[config.mk]
export PLATFORM = sky130hd
export DESIGN_NAME = instr_fetch_queue
export DESIGN_NICKNAME = d
export VERILOG_FILES = /design/src/rtl/instr_fetch_queue.sv
export SDC_FILE = /design/constraint.sdc
export NUM_CORES = 1
export LEC_CHECK = 0
export ABC_AREA = 1
export ABC_CLOCK_PERIOD_IN_PS = 5700
export CAP_MARGIN = 10
export CORE_MARGIN = 2
export CORE_UTILIZATION = 55
export CTS_CLUSTER_SIZE = 40
export DETAILED_ROUTE_END_ITERATION = 6
export PLACE_DENSITY = 0.8
export SETUP_SLACK_MARGIN = 0.1
export SYNTH_ARGS = -nofsm -noshare
export SYNTH_HDL_FRONTEND = slang
export SYNTH_SLANG_ARGS = --single-unit
[constraint.sdc]
create_clock -name Clk -period 5.7 [get_ports Clk]
set_input_delay 1.425 -clock Clk [delete_from_list [all_inputs] [get_ports Clk]]
set_output_delay 1.425 -clock Clk [all_outputs]
set_load 0.005 [all_outputs]
[src/rtl/instr_fetch_queue.sv]
// Instruction prefetch FIFO between fetch and decode: {pc, instr} entries,
// show-ahead head, flush on redirect, occupancy count.
module instr_fetch_queue #(
    parameter int unsigned DEPTH = 4,
    parameter int unsigned PTR_W = 2
) (
    input  logic             Clk,
    input  logic             Reset,
    input  logic             Flush,
    input  logic             in_valid,
    input  logic [31:0]      in_pc,
    input  logic [31:0]      in_instr,
    output logic             in_ready,
    output logic             out_valid,
    output logic [31:0]      out_pc,
    output logic [31:0]      out_instr,
    input  logic             out_ready,
    output logic [PTR_W:0]   count
);

    localparam int unsigned CNT_W   = PTR_W + 1;
    localparam int unsigned ENTRY_W = 64;

    logic [ENTRY_W-1:0] mem [DEPTH];
    logic [PTR_W-1:0]   wp;
    logic [PTR_W-1:0]   rp;
    logic [ENTRY_W-1:0] head;
    logic               push;
    logic               pop;

    // Handshake flags depend only on the registered count, never on out_ready.
    assign in_ready  = (count != CNT_W'(DEPTH));
    assign out_valid = (count != '0);
    assign push      = in_valid && in_ready;
    assign pop       = out_valid && out_ready;

    assign head      = mem[rp];
    assign out_pc    = out_valid ? head[63:32] : 32'h0;
    assign out_instr = out_valid ? head[31:0]  : 32'h0;

    // Pointer and occupancy state; reset outranks flush.
    always_ff @(posedge Clk) begin
        if (Reset) begin
            wp    <= '0;
            rp    <= '0;
            count <= '0;
        end else if (Flush) begin
            wp    <= '0;
            rp    <= '0;
            count <= '0;
        end else begin
            if (push) wp <= wp + PTR_W'(1);
            if (pop)  rp <= rp + PTR_W'(1);
            case ({push, pop})
                2'b10:   count <= count + CNT_W'(1);
                2'b01:   count <= count - CNT_W'(1);
                default: count <= count;
            endcase
        end
    end

    // Storage is not reset; a write during flush/reset lands in a slot that is never read as valid.
    always_ff @(posedge Clk) begin
        if (push) mem[wp] <= {in_pc, in_instr};
    end

endmodule

==> results.txt, run 1 <==
----------------------------------------------------
[Critical path]
  Slowest cell on crit path ... sky130_fd_sc_hd__dfxtp_4
  Cells traversed along the worst timing path ... clkinv_2, buf_12, o21ai_0, a21oi_1, clkdlybuf4s50_1
  Delay contributed by the slowest stage of the critical path ... ~0.76 ns
  CP max FO ... 94
  Kind of critical path ... reg2out
  Data required time of the critical path ... between 4 and 5 ns
  Kind of end point of the critical path ... primary output
  Reg2Reg Depth ... 5
  Number of logic stages on the critical path including buffering ... 5
  Number of buffer and inverter stages on the critical path ... 3
  Startpoint class of the critical path ... flop
  Data arrival at the endpoint of the critical path ... around 3.3 ns
  CP delay by family, top ... buffers and inverters

[Status]
  Status ... completed

[Timing]
  Worst Clk Skew ... approximately 0.015 ns
  RSZ-0062 raised after global routing ... no
  Final setup violating endpoints ... 0
  Count of final max-slew check failures ... 0
  Final clock period utilization by the worst path ... between 80% and 90%
  Max-slew headroom at the worst pin ... a little under a third
  Setup_tns ... 0 ns
  Shortest period the worst path allows ... 4.71 ns
  Slew at the pin closest to its max-slew limit ... just over 1 ns
  Highest clock frequency the design can meet ... 0.212 GHz
  Final Hold Vio Count ... 0

[Global routing]
  Number of antenna violations at the first check in global routing ... 0
  Global-route usage over all layers ... 21.1%
  First-pass GRT wire length ... between 30 and 40 mm
  Overall overflow remaining after global route ... 0
  Via count of the first global-routing pass ... approximately 6.6k
  Largest net degree at the start of global routing ... between 90 and 100

[Final layout]
  Combined area of the multi-input logic cells ... between 0.002 and 0.0025 mm²
  Filler cell count in the final layout ... 1313
  Commonest cells after routing, fill and taps aside ... 267 x sky130_fd_sc_hd__nand2_1, 256 x sky130_fd_sc_hd__edfxtp_1, 137 x sky130_fd_sc_hd__clkdlybuf4s50_1
  Storage element area ... 0.00787 mm²
  Number of nets in the layout ... roughly 1.1k
  Area delta synth->final ... 22.5%
  Final std cell area, no fill ... roughly 0.013 mm²
  Fraction of final layout cells with drive strength greater than 1 ... approximately 5.5%
  Number of standard cells in the layout, taps in and fillers out ... 1292
  Commonest non-fill, non-tap cell in the layout ... sky130_fd_sc_hd__nand2_1
  Antenna diode count ... 0

[Logic synthesis]
  Count of cell types in the netlist ... 20
  Warnings from Yosys ... 0
  Share of Yosys cell area claimed by the top area cell type ... 72.6%
  Post-synthesis sequential element count ... approximately 270
  Dominant cell type by area after synthesis ... sky130_fd_sc_hd__edfxtp_1
  Syn avg cell area ... ~12 µm²
  Largest cells by area after synthesis ... sky130_fd_sc_hd__edfxtp_1 73%, sky130_fd_sc_hd__nand2_1 9.5%, sky130_fd_sc_hd__nor2_1 5.0%
  Nets in the synthesized netlist ... around 960
  Sequential cell area fraction in the yosys report ... between 70 and 80%
  Number of standard cells after synthesis ... approximately 900
  Post-synthesis cell area ... 0.0106 mm²

[Drt]
  Post-DRT Antenna Nets ... 0
  Routed wire length ... 21.3 mm
  Initial DRT Pass Iterations ... 5
  Wirelength per Cell ... between 15 and 20 µm
  Total via count after detailed routing ... 6717
  Post-DR vias/cell ... approximately 5.2
  Iteration-0 DRC count of the detailed router ... roughly 570
  Number of remaining DRC errors ... 0

[Floorplan]
  Die height ... roughly 140 µm
  Floorplan die area ... approximately 0.02 mm²
  Core region area ... between 0.015 and 0.02 mm²
  Number of top-level pins ... around 140
  Die width ... 143 µm
  Cell Rows ... 50
  Initial core utilization ... between 50% and 60%

[Clock network]
  Clock root buffer ... sky130_fd_sc_hd__clkbuf_16
  Post-CTS setup buffers ... 0
  Maximum root-to-sink buffer count ... 3
  TritonCTS clock tree ... yes
  Clock-pin slew reported for the worst setup and hold paths after clock tree synthesis ... ~0.06 ns
  CTS Sinks ... ~270
  Clock latency at the later pin of the worst-skew pair ... 0.51 ns
  H-tree Lvls ... 1
  Total of cells resized after clock tree synthesis ... 0
  TritonCTS buffer count ... 26
  CTS hold repair buffers ... 0

[Place]
  RePlAce Congestion ... 0.736
  I/O Buffers ... between 100 and 150
  Cell total after placement ... between 1k and 1.5k
  Placed cell area ... ~0.012 mm²
  Half-perimeter wire length after detailed placement ... 12.2 mm

[Flow run]
  # Max-Cap Violations ... 0

[Min path]
  WHS Path Cells ... 2
  Hold Path Class ... reg2reg

[Pwr]
  Cell Pwr Density ... around 330 mW/mm²
  Worst vdd rail ir drop ... ~0.00025 V
  Post-route total power ... between 4000 and 5000 µW
  Leakage power ... about 0.0048 µW

----------------------------------------------------
==> synthesized netlist by cell type, drive strengths merged <==
cell    count
nand2     267
nor2      140
o21ai      66
buf        39
a21oi      70
ha          5
dfxtp       9
fa          1
edfxtp    256
inv        18
nand3       5
clkbuf     10
nand4       1
nand3b      1
==> cell type report <==
| cell class | instances | area share [%] |
|---|---|---|
| Clock inverter | 18 | 1.35 |
| Inverter | 18 | 0.550 |
| Sequential cell | 265 | 60.7 |
| Tap cell | 260 | 2.51 |
| Clock buffer | 30 | 5.29 |
| Multi-Input combinational cell | 556 | 18.2 |
| Timing Repair Buffer | 145 | 11.4 |
==> report_power, final <==
part | internal [µW] | total, µW | switching (µW) | leakage [µW]
Clock | 1000 | 1680 | 683 | 0.000421
Sequential | 2200 | 2220 | 18.6 | 0.00242
Combinational | 159 | 343 | 185 | 0.00191
Total | 3360 | 4250 | 887 | 0.00475
==> final timing paths <==
| kind | slack, ns | endpoint | from |
|---|---|---|---|
| max | 0.99 | out_instr[23] | flop |
| min | 0.53 | rp[1] | rp[1] |
| max reg2reg | 3.18 | mem[2][4] | count[1] |
| min reg2reg | 0.53 | rp[1] | rp[1] |
==> tightest hold or removal path, cell delays in order, from the launching register on <==
cell and delay (ns):
sky130_fd_sc_hd__dfxtp_1 0.31, sky130_fd_sc_hd__a21oi_1 0.11, sky130_fd_sc_hd__nor2_1 0.06
==> flip-flops by register name, indices dropped and copies added, names as in the netlist, named ones only <==
name	flops
count	3
mem	256
rp	2
wp	2
==> cell families (layout without fill, tap and decap cells) <==
logic type | after synthesis | after routing | synth area share [%]
AO/OA/AOI/OAI | 136 | 136 | 6.42
adder cells (fa/ha/maj) | 6 | 6 | 0.779
buffers and inverters | 67 | 211 | 3.71
flip-flops | 265 | 265 | 74.3
AND/OR/NAND/NOR | 414 | 414 | 14.8
==> metal layers <==
layer	wire length, µm	up-vias	track usage (%)
met5	0	-	0
met4	277	0	4.48
met3	1440	22	4.80
met2	10700	201	36.2
met1	8930	3204	27.8
li1	-	3290	-
==> through the flow <==
| step | hold WS, ns | util (%) | worst slack, ns |
|---|---|---|---|
| floorplan | 0.448 | - | 0.990 |
| global placement | 0.463 | 64.3 | 1.66 |
| detailed placement | 0.502 | 64.3 | 1.62 |
| CTS | 0.514 | 68.9 | 1.04 |
| global route | 0.542 | 68.9 | 0.827 |
| finish | 0.526 | 68.9 | 0.992 |
No activity file was read; power rests on OpenSTA's default activity.
==> inputs of run 2 (changes only) <==
--- a/config.mk
+++ b/config.mk
@@ -6,13 +6,13 @@
 export NUM_CORES = 1
 export LEC_CHECK = 0
 export ABC_AREA = 1
-export ABC_CLOCK_PERIOD_IN_PS = 5700
+export ABC_CLOCK_PERIOD_IN_PS = 3800
 export CAP_MARGIN = 10
 export CORE_MARGIN = 2
-export CORE_UTILIZATION = 55
+export CORE_UTILIZATION = 50
 export CTS_CLUSTER_SIZE = 40
 export DETAILED_ROUTE_END_ITERATION = 6
-export PLACE_DENSITY = 0.8
+export PLACE_DENSITY = 0.76
 export SETUP_SLACK_MARGIN = 0.1
 export SYNTH_ARGS = -nofsm -noshare
 export SYNTH_HDL_FRONTEND = slang
==> constraint.sdc (replaced) <==
create_clock -name Clk -period 3.8 [get_ports Clk]
set_input_delay 0.95 -clock Clk [delete_from_list [all_inputs] [get_ports Clk]]
set_output_delay 0.95 -clock Clk [all_outputs]
set_load 0.005 [all_outputs]
==> run 2 against run 1 <==
Power increased by 50%. Flip-flop and latch count unchanged. Via count increased by 1.9%. Highest routed layer is now met5.
==> results.txt, run 2 (synthesized netlist as in run 1, its figures left out) <==
----------------------------------------------------
[Clock network]
  TritonCTS buffer count ... 26 (unchanged)
  TritonCTS clock tree ... yes
  H-tree Lvls ... 1 (unchanged)
  Maximum root-to-sink buffer count ... 3 (unchanged)
  Clock root buffer ... sky130_fd_sc_hd__clkbuf_16
  CTS Sinks ... 265 (unchanged)
  CTS hold repair buffers ... 0 (unchanged)
  Clock latency at the later pin of the worst-skew pair ... 0.52 ns (about the same)
  Clock-pin slew reported for the worst setup and hold paths after clock tree synthesis ... 0.06 ns (about the same)

[Critical path]
  Kind of critical path ... reg2out
  Critical R2R Capture ... mem[3][45]
  Data arrival at the endpoint of the critical path ... 2.52 ns (-0.76 ns)
  Kind of end point of the critical path ... primary output
  Reg2Reg Depth ... 5 (unchanged)
  Data required time of the critical path ... 2.85 ns (-1.43 ns)
  Startpoint class of the critical path ... flop
  Worst reg2reg startpoint ... count[1]
  Reg2reg setup slack ... 1.59 ns (-1.59 ns)
  CP max FO ... 28 (-70%)

[Status]
  Status ... completed

[Global routing]
  Via count of the first global-routing pass ... 6737 (+2.5%)
  Number of antenna violations at the first check in global routing ... 1 (+1)
  Largest net degree at the start of global routing ... 84 (-12%)
  Overall overflow remaining after global route ... 0 (unchanged)
  Global-route usage over all layers ... 19.4% (-1.7 points)
  First-pass GRT wire length ... 34.1 mm (+1.3%)

[Place]
  Cell total after placement ... 1269 (+2.0%)
  Placement Setup Slack ... 0.711 ns (-0.904 ns)
  Half-perimeter wire length after detailed placement ... 12.3 mm (+0.99%)
  RePlAce Congestion ... 0.741 (+0.69%)
  I/O Buffers ... 137 (unchanged)

[Final layout]
  Number of standard cells in the layout, taps in and fillers out ... 1314 (+1.7%)
  Leading registers by flop count ... mem: 256 flops, count: 3 flops
  Commonest non-fill, non-tap cell in the layout ... sky130_fd_sc_hd__nand2_1
  Antenna diode count ... 0 (unchanged)
  Fraction of final layout cells with drive strength greater than 1 ... 6.16% (+0.64 points)
  Filler cell count in the final layout ... 1591 (+21%)
  Commonest cells after routing, fill and taps aside ... 267 x sky130_fd_sc_hd__nand2_1, 256 x sky130_fd_sc_hd__edfxtp_1, 137 x sky130_fd_sc_hd__clkdlybuf4s50_1
  Register with the most flip-flops ... mem
  Area delta synth->final ... 23.8%
  Number of nets in the layout ... 1098 (+1.0%)
  Max FFs per register ... 256 (unchanged)

[Floorplan]
  Die height ... 150 µm (+4.7%)
  Initial core utilization ... 50.7% (-5.5 points)
  Cell Rows ... 53 (+6.0%)
  Number of top-level pins ... 138 (unchanged)
  Core region area ... 0.0209 mm² (+11%)
  Die width ... 150 µm (+4.7%)
  Floorplan die area ... 0.0224 mm² (+9.7%)

[Timing]
  Highest clock frequency the design can meet ... 0.288 GHz
  Slew at the pin closest to its max-slew limit ... 0.715 ns (-0.322 ns)
  Worst Clk Skew ... 0.0115 ns (-0.00305 ns)
  Final setup violating endpoints ... 0 (unchanged)
  RSZ-0062 raised after global routing ... no
  Slack of the critical path ... 0.330 ns (-0.662 ns)
  Shortest period the worst path allows ... 3.47 ns
  Final clock period utilization by the worst path ... 91.3%
  Final Hold Vio Count ... 0 (unchanged)
  Count of final max-slew check failures ... 0 (unchanged)
  Max-slew headroom at the worst pin ... 52.2% (+22 points)

[Drt]
  Post-DR vias/cell ... 5.21 (+0.17%)
  Initial DRT Pass Iterations ... 5 (unchanged)
  Wirelength per Cell ... 16.6 µm (+0.53%)
  Total via count after detailed routing ... 6843 (+1.9%)
  Post-DRT Antenna Nets ... 0 (unchanged)
  Routed wire length ... 21.8 mm (+2.2%)
  Iteration-0 DRC count of the detailed router ... 496 (-13%)
  Number of remaining DRC errors ... 0 (unchanged)

[Pwr]
  Worst vdd rail ir drop ... 0.000371 V (+47%)
  Leakage power ... 0.00482 µW (+1.3%)
  Cell Pwr Density ... 484 mW/mm² (+48%)

[Flow run]
  # Max-Cap Violations ... 0 (unchanged)

[Min path]
  Min-Delay Startpoint ... rp[0]
  Hold Path Class ... reg2reg
  WHS Path Cells ... 2 (unchanged)

----------------------------------------------------
==> run 2: stage by stage <==
step,setup TNS [ns],power (µW),hold slack (ns),area [µm²],utilization [%]
after CTS,0,6400,0.505,13100,62.7
after floorplan,-111.31,3620,0.448,10600,-
final,0,6350,0.508,13100,62.8
after global routing,0,6590,0.534,13100,62.8
after detailed placement,0,3920,0.491,12300,58.7
after global placement,0,3910,0.462,12300,58.7
==> run 2: worst max-delay path, stage by stage (launching register included) <==
cell and delay, ns:
sky130_fd_sc_hd__dfxtp_4 0.45, sky130_fd_sc_hd__inv_6 0.25, sky130_fd_sc_hd__buf_4 0.32, sky130_fd_sc_hd__nand2_1 0.10, sky130_fd_sc_hd__nand2_1 0.08, sky130_fd_sc_hd__nand2_1 0.05, sky130_fd_sc_hd__a21oi_1 0.21, sky130_fd_sc_hd__clkdlybuf4s50_1 0.53
==> run 2: power breakdown <==
part           switching, µW  internal (µW)
sequential              24.1           3300
combinational            284            249
clock                   1010           1480
total                   1320           5030
==> run 2: final cells by class <==
| type | instances | area [µm²] | area share [%] |
|---|---|---|---|
| flip-flops and latches | 265 | 7870 | 60.0 |
| repair buffers | 156 | 1630 | 12.5 |
| clock inverters | 15 | 146 | 1.12 |
| clock buffers | 29 | 683 | 5.21 |
| multi-input cells | 556 | 2360 | 18.0 |
| inverters | 18 | 77.6 | 0.591 |
| well taps | 275 | 344 | 2.62 |
==> run 2: layer usage <==
metal / up-vias / GRT usage [%] / wire length (µm)
li1: 3303 / - / -
met1: 3271 / 26.0 / 9070
met2: 230 / 33.5 / 10800
met3: 37 / 3.57 / 1550
met4: 2 / 4.05 / 362
met5: - / 0 / 13
==> run 2: timing repair <==
| item | 4_1_cts | 5_1_grt |
|---|---|---|
| endpoints found under the setup margin | 0 | 39 |
| buffers inserted | 0 | 1 |
| resized for setup | 0 | 2 |
==> run 2: how the worst max path moves through the flow <==
stage	start	end	slack, ns	cells past startpoint
after global routing	flop	out_instr[6]	0.14	6
after detailed placement	flop	out_pc[17]	0.71	7
after CTS	flop	out_pc[17]	0.15	7
final	flop	out_instr[3]	0.33	7
after floorplan	in_valid	mem[0][0]	-0.43	2
after global placement	flop	out_instr[1]	0.76	7
